### src/rtl/params_pkg.sv
// Shared architectural constants for the hazard scoreboard.
package params_pkg;
  localparam int REG_ADDR_W    = 5;
  localparam int NUM_ARCH_REGS = 32;
endpackage

### src/rtl/sb_counter.sv
// Pending-write counter for one architectural register.
// Simultaneous inc and dec cancel out; clr has priority over both.
module sb_counter #(
  parameter int CNT_W = 3
) (
  input  logic             clk_i,
  input  logic             rst_i,
  input  logic             inc_i,
  input  logic             dec_i,
  input  logic             clr_i,
  output logic [CNT_W-1:0] cnt_o
);
  logic [CNT_W-1:0] r_cnt;

  always_ff @(posedge clk_i or posedge rst_i) begin
    if (rst_i) begin
      r_cnt <= '0;
    end else if (clr_i) begin
      r_cnt <= '0;
    end else if (inc_i && !dec_i) begin
      r_cnt <= r_cnt + CNT_W'(1);
    end else if (dec_i && !inc_i && (r_cnt != '0)) begin
      r_cnt <= r_cnt - CNT_W'(1);
    end
  end

  assign cnt_o = r_cnt;
endmodule

### src/rtl/hazard_scoreboard.sv
// RAW hazard scoreboard for long-latency writes, with an optional stall
// watchdog enabled by defining HAZARD_TIMEOUT_EN.
module hazard_scoreboard
  import params_pkg::*;
#(
  parameter int NUM_READ_PORTS  = 2,
  parameter int MAX_OUTSTANDING = 4,
  parameter int TIMEOUT_CYCLES  = 1024,
  localparam int CNT_W          = $clog2(MAX_OUTSTANDING + 1)
) (
  input  logic                               clk_i,
  input  logic                               rst_i,
  input  logic                               id_valid_i,
  input  logic [NUM_READ_PORTS*REG_ADDR_W-1:0] id_rs_addr_i,
  input  logic                               id_issue_i,
  input  logic [REG_ADDR_W-1:0]              id_rd_addr_i,
  input  logic                               cmpl_valid_i,
  input  logic [REG_ADDR_W-1:0]              cmpl_rd_addr_i,
  input  logic                               flush_i,
  output logic                               id_stall_o,
  output logic                               busy_o,
  output logic [CNT_W-1:0]                   pending_cnt_o,
  output logic                               timeout_o
);
  logic [CNT_W-1:0]          r_total;
  logic [CNT_W-1:0]          w_cnt [NUM_ARCH_REGS];
  logic                      w_full;
  logic                      w_issue_ok;
  logic                      w_cmpl_ok;
  logic [NUM_READ_PORTS-1:0] w_port_hit;

  assign w_full     = (r_total == CNT_W'(MAX_OUTSTANDING));
  assign w_issue_ok = id_issue_i && (id_rd_addr_i != '0) && !w_full;
  assign w_cmpl_ok  = cmpl_valid_i && (cmpl_rd_addr_i != '0) && (w_cnt[cmpl_rd_addr_i] != '0);

  assign w_cnt[0] = '0;

  genvar gi;
  generate
    for (gi = 1; gi < NUM_ARCH_REGS; gi++) begin : g_reg
      sb_counter #(.CNT_W(CNT_W)) u_cnt (
        .clk_i (clk_i),
        .rst_i (rst_i),
        .inc_i (w_issue_ok && (id_rd_addr_i == REG_ADDR_W'(gi))),
        .dec_i (w_cmpl_ok && (cmpl_rd_addr_i == REG_ADDR_W'(gi))),
        .clr_i (flush_i),
        .cnt_o (w_cnt[gi])
      );
    end

    // A reader whose last pending write retires this cycle can take the
    // forwarded result, unless a new write to that register issues alongside.
    for (gi = 0; gi < NUM_READ_PORTS; gi++) begin : g_port
      logic [REG_ADDR_W-1:0] w_rs;
      logic                  w_drop;
      assign w_rs   = id_rs_addr_i[gi*REG_ADDR_W +: REG_ADDR_W];
      assign w_drop = w_cmpl_ok && (cmpl_rd_addr_i == w_rs) &&
                      (w_cnt[w_rs] == CNT_W'(1)) &&
                      !(w_issue_ok && (id_rd_addr_i == w_rs));
      assign w_port_hit[gi] = (w_rs != '0) && (w_cnt[w_rs] != '0) && !w_drop;
    end
  endgenerate

  always_ff @(posedge clk_i or posedge rst_i) begin
    if (rst_i) begin
      r_total <= '0;
    end else if (flush_i) begin
      r_total <= '0;
    end else if (w_issue_ok && !w_cmpl_ok) begin
      r_total <= r_total + CNT_W'(1);
    end else if (w_cmpl_ok && !w_issue_ok) begin
      r_total <= r_total - CNT_W'(1);
    end
  end

  assign id_stall_o    = id_valid_i && ((|w_port_hit) || w_full);
  assign busy_o        = (r_total != '0);
  assign pending_cnt_o = r_total;

`ifdef HAZARD_TIMEOUT_EN
  localparam int WD_W = $clog2(TIMEOUT_CYCLES + 1);
  logic [WD_W-1:0] r_wd;
  logic            w_wd_hit;

  assign w_wd_hit = id_stall_o && !flush_i && (r_wd == WD_W'(TIMEOUT_CYCLES - 1));

  always_ff @(posedge clk_i or posedge rst_i) begin
    if (rst_i) begin
      r_wd <= '0;
    end else if (!id_stall_o || flush_i || w_wd_hit) begin
      r_wd <= '0;
    end else begin
      r_wd <= r_wd + WD_W'(1);
    end
  end

  assign timeout_o = w_wd_hit;
`else
  assign timeout_o = 1'b0;
`endif
endmodule

### config.mk
export PLATFORM = sky130hd
export DESIGN_NAME = hazard_scoreboard
export DESIGN_NICKNAME = d
export VERILOG_FILES = /design/src/rtl/params_pkg.sv /design/src/rtl/sb_counter.sv /design/src/rtl/hazard_scoreboard.sv
export SDC_FILE = /design/constraint.sdc
export NUM_CORES = 1
export LEC_CHECK = 0
export ABC_AREA = 0
export CORE_ASPECT_RATIO = 1.2
export CORE_UTILIZATION = 63
export DETAILED_ROUTE_END_ITERATION = 10
export GPL_TIMING_DRIVEN = 0
export HOLD_SLACK_MARGIN = 0.08
export PLACE_DENSITY = 0.82
export SLEW_MARGIN = 5
export SYNTH_ARGS = -nofsm -noshare
export SYNTH_HDL_FRONTEND = slang
export SYNTH_SLANG_ARGS = --single-unit
### constraint.sdc
create_clock -name clk_i -period 4.1 [get_ports clk_i]
set_input_delay 0.82 -clock clk_i [delete_from_list [all_inputs] [get_ports clk_i]]
set_output_delay 0.82 -clock clk_i [all_outputs]
set_load 0.01 [all_outputs]
==> reports/metrics.csv <==
stage,metric,value,unit
status,outcome,finished with violations,
status,violations in the final reports,setup timing,
timing,normalized max-slew margin,22.2,%
worst_setup_path,WP data required,3280,ps
routing,routed via count divided by cell count,6.73,
timing,Period minus WS final,4200,ps
routing,antenna-violating nets left,0,
timing,worst clock skew on the final layout,8.65,ps
timing,final count of pins violating max slew,0,
power_and_ir_drop,Leak Pwr,3.75,nW
worst_hold_path,count of cells along the worst hold path,2,
synthesis,area of the mapped netlist,8550,µm²
synthesis,post-synthesis cell type count,75,
placement,HPWL after detailed placement,19000,µm
power_and_ir_drop,power consumption,2.47,mW
routing,DRC Markers,0,
worst_setup_path,reg2reg path depth,9,
synthesis,Post-synth ARST share,100,%
timing,share of the clock period used by the worst path after layout,102,%
floorplan,die area,14000,µm²
grt,overflow left after global routing,0,
timing,pin slew with the least headroom to its limit,1160,ps
worst_setup_path,data arrival time of the worst path,3380,ps
synthesis,Syn Nets,1021,
synthesis,portion of the post-synthesis area used by sequential elements,28.1,%
floorplan,number of rows in the core area,46,
placement,port buffer count,17,
timing,worst hold margin,544,ps
worst_hold_path,class of the worst hold path,reg -> reg,
placement,routability congestion estimate,1.02,
routing,drt total wl,26000,µm
grt,largest net degree at the start of global routing,50,
synthesis,count of flip-flops with a built-in enable after synthesis,0,
finish,diodes inserted,0,
timing,max frequency,0.238,GHz
clocking,level count of the clock H-tree,3,
synthesis,top flip-flop cell by instance count after synthesis,sky130_fd_sc_hd__dfrtp_1,
clocking,Longest Clk Path Bufs,2,
finish,fraction of layout cells with a size suffix above 1,15.7,%
worst_setup_path,Setup Crit Path Kind,in -> out,
floorplan,core footprint,13200,µm²
grt,first-pass GRT wire length,40000,µm
floorplan,vertical die dimension,130,µm
worst_setup_path,critical path peak fanout,10,
clocking,clock latency on the worst-skew pair,360,ps
clocking,hold-fix buffers at CTS,0,
timing,setup repair after global routing missed its margin,true,
routing,average routed wire per standard cell,22.1,µm
power_and_ir_drop,power per cell area,257,nW/µm²
finish,Total Nets Final,1062,
clocking,clock-pin slew on the worst setup and hold paths,70,ps
clocking,number of CTS-inserted buffers,9,
synthesis,"Avg Cell Area, Syn",8.87,µm²
finish,post-layout util,72.4,%
placement,Place WS,-848,ps
grt,via count of the first global-routing pass,7462,
worst_setup_path,startpoint type of the worst setup path,primary input,
grt,number of antenna violations at the first check in global routing,0,
job,number of max-capacitance violations reported,0,
floorplan,Starting Density,64.6,%
clocking,CTS Sinks,96,
finish,number of fillers in the final layout,989,
placement,cell count after placement,1149,
routing,number of iterations in the first detailed-routing pass,6,
power_and_ir_drop,worst IR drop on VDD,0.186,mV
synthesis,number of warnings issued by yosys,0,
finish,Layout Cells excl Fill,1177,
finish,area delta synth->final,12.2,%
timing,final setup fails,1,
timing,"Hold Violations, Final",0,
timing,smallest setup slack after layout,-97.2,ps
floorplan,overall die width,108,µm
routing,1st-iter DRT viols,1004,
floorplan,I/O pin cnt,32,
grt,combined global-route utilization of all metal layers,38.5,%
clocking,clock tree from TritonCTS,done,
clocking,clock root buffer master,sky130_fd_sc_hd__clkbuf_16,
routing,via total after detailed routing,7920,
synthesis,flop and latch count out of synthesis,96,
synthesis,synthesized instance count,963,
worst_setup_path,Setup crit end kind,primary output,
## flip-flops by register name (all words and copies together), names as in the netlist
register,flops
pending_cnt_o,3
g.u_cnt.cnt_o,93
## stage by stage
step	setup TNS [ps]	cell area [µm²]
finish	-97.2	9590
detailed placement	-7470	8960
CTS	-1.02	9370
global route	-398	9590
floorplan	0	8550
global placement	-90860	8930
## worst max-delay path, cell delays in order
cell and delay, ps:
sky130_fd_sc_hd__dlygate4sd2_1 450, sky130_fd_sc_hd__buf_4 310, sky130_fd_sc_hd__mux4_2 530, sky130_fd_sc_hd__a211oi_1 330
sky130_fd_sc_hd__a21oi_1 90, sky130_fd_sc_hd__a2111oi_2 350, sky130_fd_sc_hd__a31oi_2 170, sky130_fd_sc_hd__dlygate4sd2_1 310
## per-layer routing
| metal | share of wire (%) | global-route usage (%) | vias up |
|---|---|---|---|
| li1 | - | - | 3465 |
| met1 | 38 | 49.8 | 3761 |
| met2 | 46 | 58.9 | 545 |
| met3 | 9.6 | 6.99 | 149 |
| met4 | 7.0 | 26.6 | 0 |
| met5 | 0 | 0 | - |
## Yosys cell counts, types with 17 or more instances
library cell | number | area share (%)
sky130_fd_sc_hd__nor2_1 | 144 | 6.3
sky130_fd_sc_hd__dfrtp_1 | 96 | 28
sky130_fd_sc_hd__inv_1 | 78 | 3.4
sky130_fd_sc_hd__nand2_1 | 64 | 2.8
sky130_fd_sc_hd__xnor2_1 | 48 | 4.9
sky130_fd_sc_hd__nor3_1 | 45 | 2.6
sky130_fd_sc_hd__a21oi_1 | 44 | 2.6
sky130_fd_sc_hd__xor2_1 | 35 | 3.6
sky130_fd_sc_hd__clkbuf_1 | 32 | 1.4
sky130_fd_sc_hd__fa_1 | 32 | 7.5
sky130_fd_sc_hd__mux4_2 | 29 | 7.6
sky130_fd_sc_hd__a211oi_1 | 28 | 2.5
sky130_fd_sc_hd__mux2i_1 | 24 | 2.8
sky130_fd_sc_hd__nor2b_1 | 22 | 1.6
sky130_fd_sc_hd__and2_1 | 18 | 1.3
sky130_fd_sc_hd__o21ai_0 | 17 | 1.0
## layout by cell type, fill, tap and decap left out, types with 4 or more instances in the layout
| cell | n |
|---|---|
| sky130_fd_sc_hd__xnor2_1 | 48 |
| sky130_fd_sc_hd__nand3b_1 | 4 |
| sky130_fd_sc_hd__o31ai_1 | 4 |
| sky130_fd_sc_hd__fa_1 | 30 |
| sky130_fd_sc_hd__a21oi_1 | 43 |
| sky130_fd_sc_hd__or2_2 | 7 |
| sky130_fd_sc_hd__or3_1 | 14 |
| sky130_fd_sc_hd__inv_1 | 76 |
| sky130_fd_sc_hd__mux2i_1 | 24 |
| sky130_fd_sc_hd__clkbuf_16 | 9 |
| sky130_fd_sc_hd__a2111oi_4 | 5 |
| sky130_fd_sc_hd__and2_1 | 17 |
| sky130_fd_sc_hd__o311a_1 | 5 |
| sky130_fd_sc_hd__nor3b_1 | 6 |
| sky130_fd_sc_hd__xor2_1 | 35 |
| sky130_fd_sc_hd__buf_2 | 6 |
| sky130_fd_sc_hd__a31o_2 | 10 |
| sky130_fd_sc_hd__nand2b_1 | 8 |
| sky130_fd_sc_hd__dfrtp_1 | 96 |
| sky130_fd_sc_hd__nor3_2 | 6 |
| sky130_fd_sc_hd__nand4_1 | 6 |
| sky130_fd_sc_hd__buf_6 | 5 |
| sky130_fd_sc_hd__nor2_1 | 141 |
| sky130_fd_sc_hd__nor4_2 | 4 |
| sky130_fd_sc_hd__nor2b_1 | 21 |
| sky130_fd_sc_hd__a21o_1 | 4 |
| sky130_fd_sc_hd__nand3_1 | 14 |
| sky130_fd_sc_hd__a211oi_1 | 27 |
| sky130_fd_sc_hd__o21ai_0 | 17 |
| sky130_fd_sc_hd__a31oi_1 | 7 |
| sky130_fd_sc_hd__mux4_2 | 29 |
| sky130_fd_sc_hd__nand2_1 | 64 |
| sky130_fd_sc_hd__buf_4 | 17 |
| sky130_fd_sc_hd__nor3_1 | 45 |
| sky130_fd_sc_hd__clkbuf_1 | 22 |
| sky130_fd_sc_hd__clkdlybuf4s50_1 | 14 |
| sky130_fd_sc_hd__mux2_2 | 4 |
| sky130_fd_sc_hd__o211ai_1 | 8 |
| sky130_fd_sc_hd__and3_1 | 7 |
| sky130_fd_sc_hd__clkbuf_2 | 6 |
## cell type report
class                   count  area, µm²  share of cell area (%)
flip-flops and latches     96       2400                    25.1
repair buffers             31        308                    3.21
clock inverters             6       43.8                   0.457
inverters                  78        295                    3.08
well taps                 168        210                    2.19
multi-input cells         740       5820                    60.7
clock buffers              10        239                    2.49
plain buffers              48        265                    2.77
## logic make-up (layout without fill, tap and decap cells)
logic type               Yosys count  after routing  share of synthesized area (%)
XOR/XNOR                          83             83                           8.51
AO/OA/AOI/OAI                    179            179                           16.6
AND/OR/NAND/NOR                  387            387                           22.2
multiplexers                      58             58                           11.1
adder cells (fa/ha/maj)           32             32                           7.50
other                              1              1                         0.0439
flip-flops                        96             96                           28.1
buffers and inverters            127            173                           5.94
## where the power goes
| part | switching (mW) | leakage, nW | total, mW | internal (mW) |
|---|---|---|---|---|
| Combinational | 0.369 | 2.28 | 0.615 | 0.246 |
| Clock | 0.408 | 0.139 | 0.838 | 0.431 |
| Sequential | 0.0404 | 1.33 | 1.01 | 0.973 |
## timing repair
action                     4_1_cts  5_1_grt
resized for setup               34       34
cloned                           0        0
setup endpoints to repair        4       18
pin swaps                        4       10
setup buffers                    4        9
## path summary, 6_finish.rpt
check / slack [ps] / from / end
min in group asynchronous: 900 / rst_i / g_reg[24].u_cnt.cnt_o[0]
max in group asynchronous: 2540 / rst_i / g_reg[3].u_cnt.cnt_o[1]
worst max-delay path: -100 / id_rs_addr_i[1] / id_stall_o
worst max register to register: 670 / pending_cnt_o[2] / g_reg[2].u_cnt.cnt_o[1]
worst min register to register: 540 / g_reg[14].u_cnt.cnt_o[2] / g_reg[14].u_cnt.cnt_o[2]
worst min-delay path: 540 / g_reg[14].u_cnt.cnt_o[2] / g_reg[14].u_cnt.cnt_o[2]
No activity file was read; power rests on OpenSTA's default activity.
